[config.mk]
export PLATFORM = sky130hd
export DESIGN_NAME = fetch_unit
export DESIGN_NICKNAME = d
export VERILOG_FILES = /design/src/rtl/fetch_unit_pkg.sv /design/src/rtl/fetch_unit_ifid_reg.sv /design/src/rtl/fetch_unit.sv
export SDC_FILE = /design/constraint.sdc
export NUM_CORES = 1
export LEC_CHECK = 0
export ABC_AREA = 1
export BUFFER_PORTS_ARGS = -buffer_cell sky130_fd_sc_hd__buf_2
export CAP_MARGIN = 10
export CORE_MARGIN = 2
export CORE_UTILIZATION = 53
export DETAILED_ROUTE_END_ITERATION = 16
export PLACE_DENSITY_LB_ADDON = 0.25
export SYNTH_ARGS = -nofsm -noshare
export SYNTH_HDL_FRONTEND = slang
export SYNTH_HIERARCHICAL = 1
export SYNTH_SLANG_ARGS = --single-unit
[constraint.sdc]
create_clock -name clk -period 2.1 [get_ports clk]
set_clock_uncertainty 0.2 [all_clocks]
set_input_delay 0.315 -clock clk [delete_from_list [all_inputs] [get_ports clk]]
set_output_delay 0.315 -clock clk [all_outputs]
set_load 0.005 [all_outputs]
[src/rtl/fetch_unit_pkg.sv]
// Shared types for the instruction-fetch stage: FSM state encodings, the IF/ID
// payload struct and the NOP bubble instruction.
package fetch_unit_pkg;

  localparam logic [31:0] NOP = 32'h0000_0013;

  typedef enum logic [1:0] {
    FIdle = 2'd0,
    FWait = 2'd1,
    FHold = 2'd2,
    FDrop = 2'd3
  } fetch_state_e;

  typedef struct packed {
    logic [31:0] instr;
    logic [31:0] pc;
    logic [31:0] pc4;
    logic        valid;
  } ifid_t;

  localparam ifid_t IFID_EMPTY = '{instr: NOP, pc: 32'h0, pc4: 32'h0, valid: 1'b0};

endpackage

[src/rtl/fetch_unit_ifid_reg.sv]
// IF/ID pipeline register, updated one cycle after its controls; priority is
// reset, flush, load, then hold while decode stalls, otherwise insert a bubble.
module fetch_unit_ifid_reg
  import fetch_unit_pkg::*;
(
  input  logic  clk,
  input  logic  rst,
  input  logic  flush,
  input  logic  load,
  input  logic  hold,
  input  ifid_t load_data,
  output ifid_t ifid
);

  always_ff @(posedge clk) begin
    if (!rst) begin
      ifid <= IFID_EMPTY;
    end else if (flush) begin
      ifid <= IFID_EMPTY;
    end else if (load) begin
      ifid <= load_data;
    end else if (!hold) begin
      // Decode consumed the previous entry and nothing new arrived: bubble,
      // but keep the PCs so the stale entry remains traceable.
      ifid.instr <= NOP;
      ifid.valid <= 1'b0;
    end
  end

endmodule

[src/rtl/fetch_unit.sv]
// Fetch stage: one outstanding imem read, response into IF/ID in the response
// cycle; idStall parks the word in a hold buffer, flush discards in-flight data.
module fetch_unit
  import fetch_unit_pkg::*;
(
  input  logic        clk,
  input  logic        rst,
  input  logic [31:0] pc,
  input  logic [31:0] pc4,
  input  logic        flush,
  input  logic        idStall,
  output logic        imemReq,
  output logic [31:0] imemAddr,
  input  logic        imemReady,
  input  logic        imemRvalid,
  input  logic [31:0] imemRdata,
  output logic        pcStall,
  output logic [31:0] ifidInstr,
  output logic [31:0] ifidPc,
  output logic [31:0] ifidPc4,
  output logic        ifidValid
);

  fetch_state_e state;
  logic [31:0]  req_pc;
  logic [31:0]  req_pc4;
  logic [31:0]  hold_instr;
  logic         accept;
  logic [31:0]  accept_instr;
  ifid_t        load_data;
  ifid_t        ifid;

  assign imemReq  = rst & (state == FIdle) & ~flush;
  assign imemAddr = pc;

  always_comb begin
    accept       = 1'b0;
    accept_instr = imemRdata;
    if (rst && !flush && !idStall) begin
      if (state == FWait && imemRvalid) begin
        accept = 1'b1;
      end else if (state == FHold) begin
        accept       = 1'b1;
        accept_instr = hold_instr;
      end
    end
  end

  // Flush must release the PC even without an accept, since the PC gives
  // stall priority over the jump.
  assign pcStall = ~(flush | accept);

  assign load_data = '{instr: accept_instr, pc: req_pc, pc4: req_pc4, valid: 1'b1};

  always_ff @(posedge clk) begin
    if (!rst) begin
      state      <= FIdle;
      req_pc     <= 32'h0;
      req_pc4    <= 32'h0;
      hold_instr <= 32'h0;
    end else begin
      case (state)
        FIdle: begin
          if (imemReq && imemReady) begin
            req_pc  <= pc;
            req_pc4 <= pc4;
            state   <= FWait;
          end
        end
        FWait: begin
          if (imemRvalid) begin
            if (flush) begin
              state <= FIdle;
            end else if (idStall) begin
              hold_instr <= imemRdata;
              state      <= FHold;
            end else begin
              state <= FIdle;
            end
          end else if (flush) begin
            state <= FDrop;
          end
        end
        FHold: begin
          if (flush || !idStall) begin
            state <= FIdle;
          end
        end
        FDrop: begin
          // The stale response must be swallowed before a new request can go out.
          if (imemRvalid) begin
            state <= FIdle;
          end
        end
        default: state <= FIdle;
      endcase
    end
  end

  fetch_unit_ifid_reg u_ifid_reg (
    .clk      (clk),
    .rst      (rst),
    .flush    (flush),
    .load     (accept),
    .hold     (idStall),
    .load_data(load_data),
    .ifid     (ifid)
  );

  assign ifidInstr = ifid.instr;
  assign ifidPc    = ifid.pc;
  assign ifidPc4   = ifid.pc4;
  assign ifidValid = ifid.valid;

endmodule
==> results of run 1 <==
registers in the layout, summed over array words and instances, names as in the netlist:
signal	flops
hold_instr	32
req_pc4	32
u_ifid_reg/ifid	97
req_pc	32
state	2
kinds of logic (layout without fill, tap and decap cells):
kind of cell,after synthesis,count (layout)
simple gates,477,477
buf+inv,128,410
other cells,1,1
flops,195,195
compound gates,229,229
worst min-delay path, delay by kind of cell:
family	cells	cell delay, ps
buffers and inverters	1	140
and+or+nand+nor	2	160
metal layers:
layer	up-vias	GRT usage (%)	wire length, um
li1	3866	-	-
met1	3612	31.91	9721
met2	269	46.35	11810
met3	30	5.904	1319
met4	0	10.51	422
met5	-	0	0
cell type report:
type / instances / area (um^2)
Tap cell: 216 / 270.3
Clock buffer: 18 / 439.2
Fill cell: 1264 / 4534
Multi-Input combinational cell: 707 / 3785
Clock inverter: 14 / 165.2
Inverter: 16 / 66.31
Timing Repair Buffer: 362 / 2605
Sequential cell: 195 / 3905
per-stage QoR:
step	cells	setup TNS, ps	cell area [um^2]	utilization [%]	worst slack (ps)
after floorplan	1030	0	8518	-	416.2
after global placement	1392	0	9542	60.50	91.92
after detailed placement	1392	0	9542	60.50	59.11
after CTS	1524	-4.382	11170	70.83	-4.382
after global routing	1528	0	11240	71.25	0.2283
final	1528	0	11240	71.25	71.91
cells in the final DEF (no fill, tap or decap), types with 2 or more instances in the layout:
master and count:
a21oi_2 110, clkinv_4 2, nand2_1 297, nand2_2 2, clkinvlp_4 2, buf_12 13
nand3_2 52, inv_4 2, buf_2 231, nor2_1 70, nor2_2 2, o21ai_0 31
clkbuf_16 19, inv_6 7, nand3_1 52, bufinv_16 2, buf_4 18, inv_2 4
a21oi_1 52, o21ai_1 35, dfxtp_1 194, dlygate4sd3_1 97, inv_1 9
how the worst max path moves through the flow:
stage                     startpoint                   to  slack (ps)  cells past startpoint
final                       state[1]              imemReq          70                      4
after global routing        state[1]              imemReq         0.2                      4
after CTS                   state[0]              imemReq          -4                      4
after detailed placement       flush  u_ifid_reg/ifid[66]          60                     14
after global placement         flush  u_ifid_reg/ifid[65]          90                     14
after floorplan             state[1]  u_ifid_reg/ifid[65]         420                      8
repair_timing:
| action | 4_1_cts | 5_1_grt |
|---|---|---|
| cloned | 1 | 2 |
| endpoints found under the hold margin | 99 | 0 |
| endpoints found under the setup margin | 2 | 2 |
| hold buffers | 97 | 0 |
| setup buffers | 2 | 2 |
| gates resized for setup | 1 | 2 |
| pin swaps | 2 | 2 |
power by group:
group | switching (mW) | internal, mW
clock | 1.49 | 1.83
sequential | 0.0306 | 3.76
combinational | 0.420 | 0.356
==> impl_results.md, run 1 <==
- Synth top area share: between 40% and 50%
- Fin crit share: 96.58%
- Final setup viols: 0
- Cell Chain, Critical Path: buf_4 > nor3_4 > buf_12 > buf_2
- Vias: between 7000 and 8000
- R2R setup slack: ~200 ps
- RePlAce Congestion: 0.7951
- Layout cell share with drive strength beyond 1: 36.13%
- Synth Area in Adders: 0%
- RSZ-0062 raised after global routing: no
- FF-to-FF path depth: 9
- CP arrival: roughly 1500 ps
- Area fraction in and, or, nand and nor cells after synthesis: 25.82%
- Reg-to-Reg Start: state[0]
- Die width: between 100 and 150 um
- F_max: ~0.49 GHz
- Final net count: around 1400
- CTS Root Cell: clkbuf_16
- Hold depth: 3
- Max_slew headroom: a little over three fifths
- Most common cell in the netlist: nand2_1
- Fin. max-slew vios: 0
- Startpoint Class: register
- Slew @ Worst Pin: 559.4 ps
- Worst hold margin: 17.72 ps
- Worst R2R End: u_ifid_reg/ifid[65]
- Num Clock Sinks: 195
- Cell variety after synth: 23
- Post-synth EDFFs: 0
- Lkg Pwr: 4.391 nW
- Largest family of logic cells by synthesized area: simple AND/OR/NAND/NOR gates
- HP Class: input pin to register
- Vias per std cell: 5.090
- Total power: 7.881 mW
- Die ar.: 17100 um^2
- Number of synthesized register bits: 195
- Syn Area/Cell: 8.270 um^2
- Min-Delay Endpoint: u_ifid_reg/ifid[69]
- Worst path max stage delay: 330 ps
- Starting DRT DRC Count: roughly 510
- Mux contribution to synthesized area: 0%
- Total inserted antenna cells: 0
- Core footprint: 15770 um^2
- Worst-skew pair later-pin latency: 430 ps
- Synth top area cells: dfxtp_1, nand2_1, a21oi_2
- Layout overhead on the synthesized area: 31.90%
- Syn Nets: 1132
- Top cell family by delay on the critical path: buffers and inverters
- Die height: 130.8 um
- Max clock buf depth: 2
- Async S/R FF share, synth: 0%
- Depth of the CTS H-tree: 4
- Mapped Cells: ~1000
- Post-synthesis xor/xnor area fraction: 0%
- Req. time, crit path: 1580 ps
- Drt total wl: 23.28 mm
- HPWL Detailed: 13.38 mm
- Synth area leader: dfxtp_1
- Vias in the first global route: 7343
- Nature of the critical path endpoint: output pin
- Clk pin slew, worst setup/hold paths: 70 ps
- Yosys warnings: 6
- Buffers & Inverters on Critical Path: 3
- Synth Cell Area: ~8500 um^2
- DR pass1 iterations: 5
- Power per cell area: 701.4 nW/um^2
- CTS tree: done
- Compound-gate portion of the synthesized area: ~18%
- Post-route ant nets: 0
- DRC Markers: 0
- Primary FF master, synth: dfxtp_1
- Hold Crit Start: idStall
- Setup CP Type: register to output pin
- Initial Util: 54.01%
- Port bufs: 232
- Max cap viols: 0
- Sequential area share after synthesis: 45.83%
- Gr ovfl total: 0
- Final critical-path required period: about 2000 ps
- Largest net degree at the start of global routing: 65
- Number of CTS-inserted buffers: 17
- Max Fanout on Critical Path: 12
- Gr usage total: 26.56%
- First-pass GRT wire length: roughly 36 mm
- Top Ports: 233
- Status: complete, no violations
- Max IR drop VDD: 0.5653 mV
- Hold Fails Final Rpt: 0
- Rows: 46
- Wirelength per Cell: 15.23 um
- CP max-delay cell: dfxtp_1
- Top cells by count, synth: nand2_1, dfxtp_1, a21oi_2, nor2_1
- Initial antenna violation count: 0
(Power assumes the default switching activity.)
==> run 2, diff against run 1 <==
--- a/config.mk
+++ b/config.mk
@@ -11,7 +11,9 @@
 export CORE_MARGIN = 2
 export CORE_UTILIZATION = 53
 export DETAILED_ROUTE_END_ITERATION = 16
+export MAX_ROUTING_LAYER = met4
 export PLACE_DENSITY_LB_ADDON = 0.25
+export SETUP_SLACK_MARGIN = 0.1
 export SYNTH_ARGS = -nofsm -noshare
 export SYNTH_HDL_FRONTEND = slang
 export SYNTH_HIERARCHICAL = 1
==> impl_results.md, run 2 (same netlist as run 1, synthesis figures left out) <==
- CP max-delay cell: dfxtp_2 (was dfxtp_1)
- Top Ports: 233 (unchanged)
- Largest net degree at the start of global routing: 65 (unchanged)
- Seq pwr share: 48.0% (about the same)
- Max Fanout on Critical Path: 3 (was 12)
- Vias: 7877 (was 7777)
- Die height: 130.8 um (unchanged)
- DRC Markers: 0 (unchanged)
- Placed cell area: 9542 um^2 (unchanged)
- Buffers & Inverters on Critical Path: 3 (unchanged)
- F_max: 0.5156 GHz (was 0.4931 GHz)
- Worst path max stage delay: 350 ps (was 330 ps)
- Max cap viols: 0 (unchanged)
- Worst-skew pair later-pin latency: 430 ps (about the same)
- Req. time, crit path: 1580 ps (about the same)
- Max IR drop VDD: 0.5637 mV (was 0.5653 mV)
- Max clock buf depth: 2 (unchanged)
- Gr ovfl total: 0 (unchanged)
- Clock Power Share: 42.0% (was 42.1%)
- RSZ-0062 raised after global routing: yes (was no)
- Final setup viols: 0 (unchanged)
- Startpoint Class: register (unchanged)
- Fin crit share: 92.35% (was 96.58%)
- Number of CTS-inserted buffers: 17 (unchanged)
- Wirelength per Cell: 15.52 um (was 15.23 um)
- Post-route ant nets: 0 (unchanged)
- Fin. max-slew vios: 0 (unchanged)
- CP Depth: 6 (was 4)
- Nature of the critical path endpoint: output pin (unchanged)
- First-pass GRT wire length: 36.39 mm (was 35.85 mm)
- Total net switching power: 1.948 mW (was 1.943 mW)
- Total inserted antenna cells: 0 (unchanged)
- Clk pin slew, worst setup/hold paths: 70 ps (about the same)
- CP endpoint: pcStall (was imemReq)
- Layout overhead on the synthesized area: 32.80% (was 31.90%)
- R2R setup slack: 270 ps (was 200 ps)
- HP Class: input pin to register (unchanged)
- Drt total wl: 23.78 mm (was 23.28 mm)
- Switch share: 24.67% (was 24.66%)
- Top cell family by delay on the critical path: flip-flops (was buffers and inverters)
- CTS Root Cell: clkbuf_16 (unchanged)
- Lkg Pwr: 4.436 nW (was 4.391 nW)
- Max_slew headroom: 62.71% (was 62.65%)
- Setup CP Type: register to output pin (unchanged)
- Slew @ Worst Pin: 558.6 ps (was 559.4 ps)
- Die ar.: 17100 um^2 (unchanged)
- Depth of the CTS H-tree: 4 (unchanged)
- Int Pwr: 5.946 mW (was 5.938 mW)
- Most frequent cells in the layout: nand2_1, buf_2, dfxtp_1 (unchanged)
- Combinational share of power: 10.0% (was 9.8%)
- Vias per std cell: 5.142 (was 5.090)
- Final net count: 1405 (was 1401)
- Power per cell area: 697.8 nW/um^2 (was 701.4 nW/um^2)
- Worst R2R End: u_ifid_reg/ifid[65] (unchanged)
- Number of flip-flops in the largest register: 97 (unchanged)
- Most common cell after layout, fill and taps aside: nand2_1 (unchanged)
- Layout cell share with drive strength beyond 1: 36.32% (was 36.13%)
- Initial Util: 54.01% (unchanged)
- Status: complete, no violations (unchanged)
- Port bufs: 232 (unchanged)
- Rows: 46 (unchanged)
- Core footprint: 15770 um^2 (unchanged)
- Gr usage total: 27.96% (was 26.56%)
- Hold Fails Final Rpt: 0 (unchanged)
- Register with the most flip-flops: u_ifid_reg/ifid (unchanged)
- FF-to-FF path depth: 10 (was 9)
- Setup TNS: 0 ps (unchanged)
- Starting DRT DRC Count: 511 (was 514)
- Die width: 130.8 um (unchanged)
- RePlAce Congestion: 0.8064 (was 0.7951)
- Num Clock Sinks: 195 (unchanged)
- CP arrival: 1420 ps (was 1510 ps)
- DR pass1 iterations: 5 (unchanged)
- Total power: 7.894 mW (was 7.881 mW)
- Initial antenna violation count: 0 (unchanged)
- Vias in the first global route: 7418 (was 7343)
- Reg-to-Reg Start: state[0] (unchanged)
- Cell Chain, Critical Path: inv_1 > nand2_1 > a21oi_4 > buf_12 > nor2_1 > buf_2 (was buf_4 > nor3_4 > buf_12 > buf_2)
- Finished Cell Area: 11310 um^2 (was 11240 um^2)
- Final critical-path required period: 1939 ps (was 2028 ps)
- CTS tree: done (unchanged)
- Setup crit start: state[0] (was state[1])
- HPWL Detailed: 13.38 mm (unchanged)
run 2: changes by cell type in the layout (fill, tap and decap cells not counted), sizes merged:
cell / delta
buf: +3
bufbuf: +2
clkbuf: -1
run 2: routing by layer:
| layer | track usage (%) | share of wire (%) | vias to the layer above |
|---|---|---|---|
| met5 | - | 0 | - |
| met3 | 5.578 | 6.4 | 42 |
| met1 | 32.99 | 41 | 3642 |
| met4 | 10.95 | 2.2 | 0 |
| li1 | - | - | 3877 |
| met2 | 47.15 | 51 | 316 |
run 2: how the worst min path moves through the flow:
stage | start | end | slack, ps | depth (start not counted)
after detailed placement | u_ifid_reg/ifid[8] | u_ifid_reg/ifid[8] | 250 | 2
final | imemReady | req_pc[26] | 20 | 3
after CTS | idStall | u_ifid_reg/ifid[66] | 1 | 3
after global routing | imemReady | req_pc[23] | 20 | 3
after floorplan | flush | u_ifid_reg/ifid[65] | 230 | 2
after global placement | u_ifid_reg/ifid[20] | u_ifid_reg/ifid[20] | 240 | 2
run 2: power by group through the flow:
stage	sequential, mW	clock, mW	combinational [mW]
CTS	3.78	3.36	0.769
finish	3.79	3.32	0.789
floorplan	3.87	0	0.416
global placement	3.87	0	0.599
detailed placement	3.87	0	0.605
global route	3.79	3.52	0.848
run 2: area by class of cell:
class,count,area [um^2]
inverters,16,71.32
well taps,216,270.3
clock inverters,14,165.2
repair buffers,366,2675
multi-input cells,707,3785
clock buffers,18,439.2
fillers,1251,4458
flip-flops and latches,195,3906
run 2: tightest hold or removal path, cell delays in order:
cell     delay (ps)
buf_4           160
nand3_2          80
a21oi_2          40
run 2: through the flow:
step	worst slack [ps]	cells	util, %	hold WS, ps
6_report	160.6	1532	71.73	23.06
4_1_cts	70.45	1530	71.43	1.318
3_3_place_gp	91.92	1392	60.50	244.7
5_1_grt	97.74	1532	71.73	19.72
2_1_floorplan	416.2	1030	-	233.7
3_5_place_dp	59.11	1392	60.50	250.7
run 2: repair_timing:
action	in CTS	in global routing
pin swaps	2	2
setup endpoints to repair	2	49
hold buffers	97	0
resized for setup	1	5
cloned	3	1
setup buffers	6	1
endpoints found under the hold margin	99	0
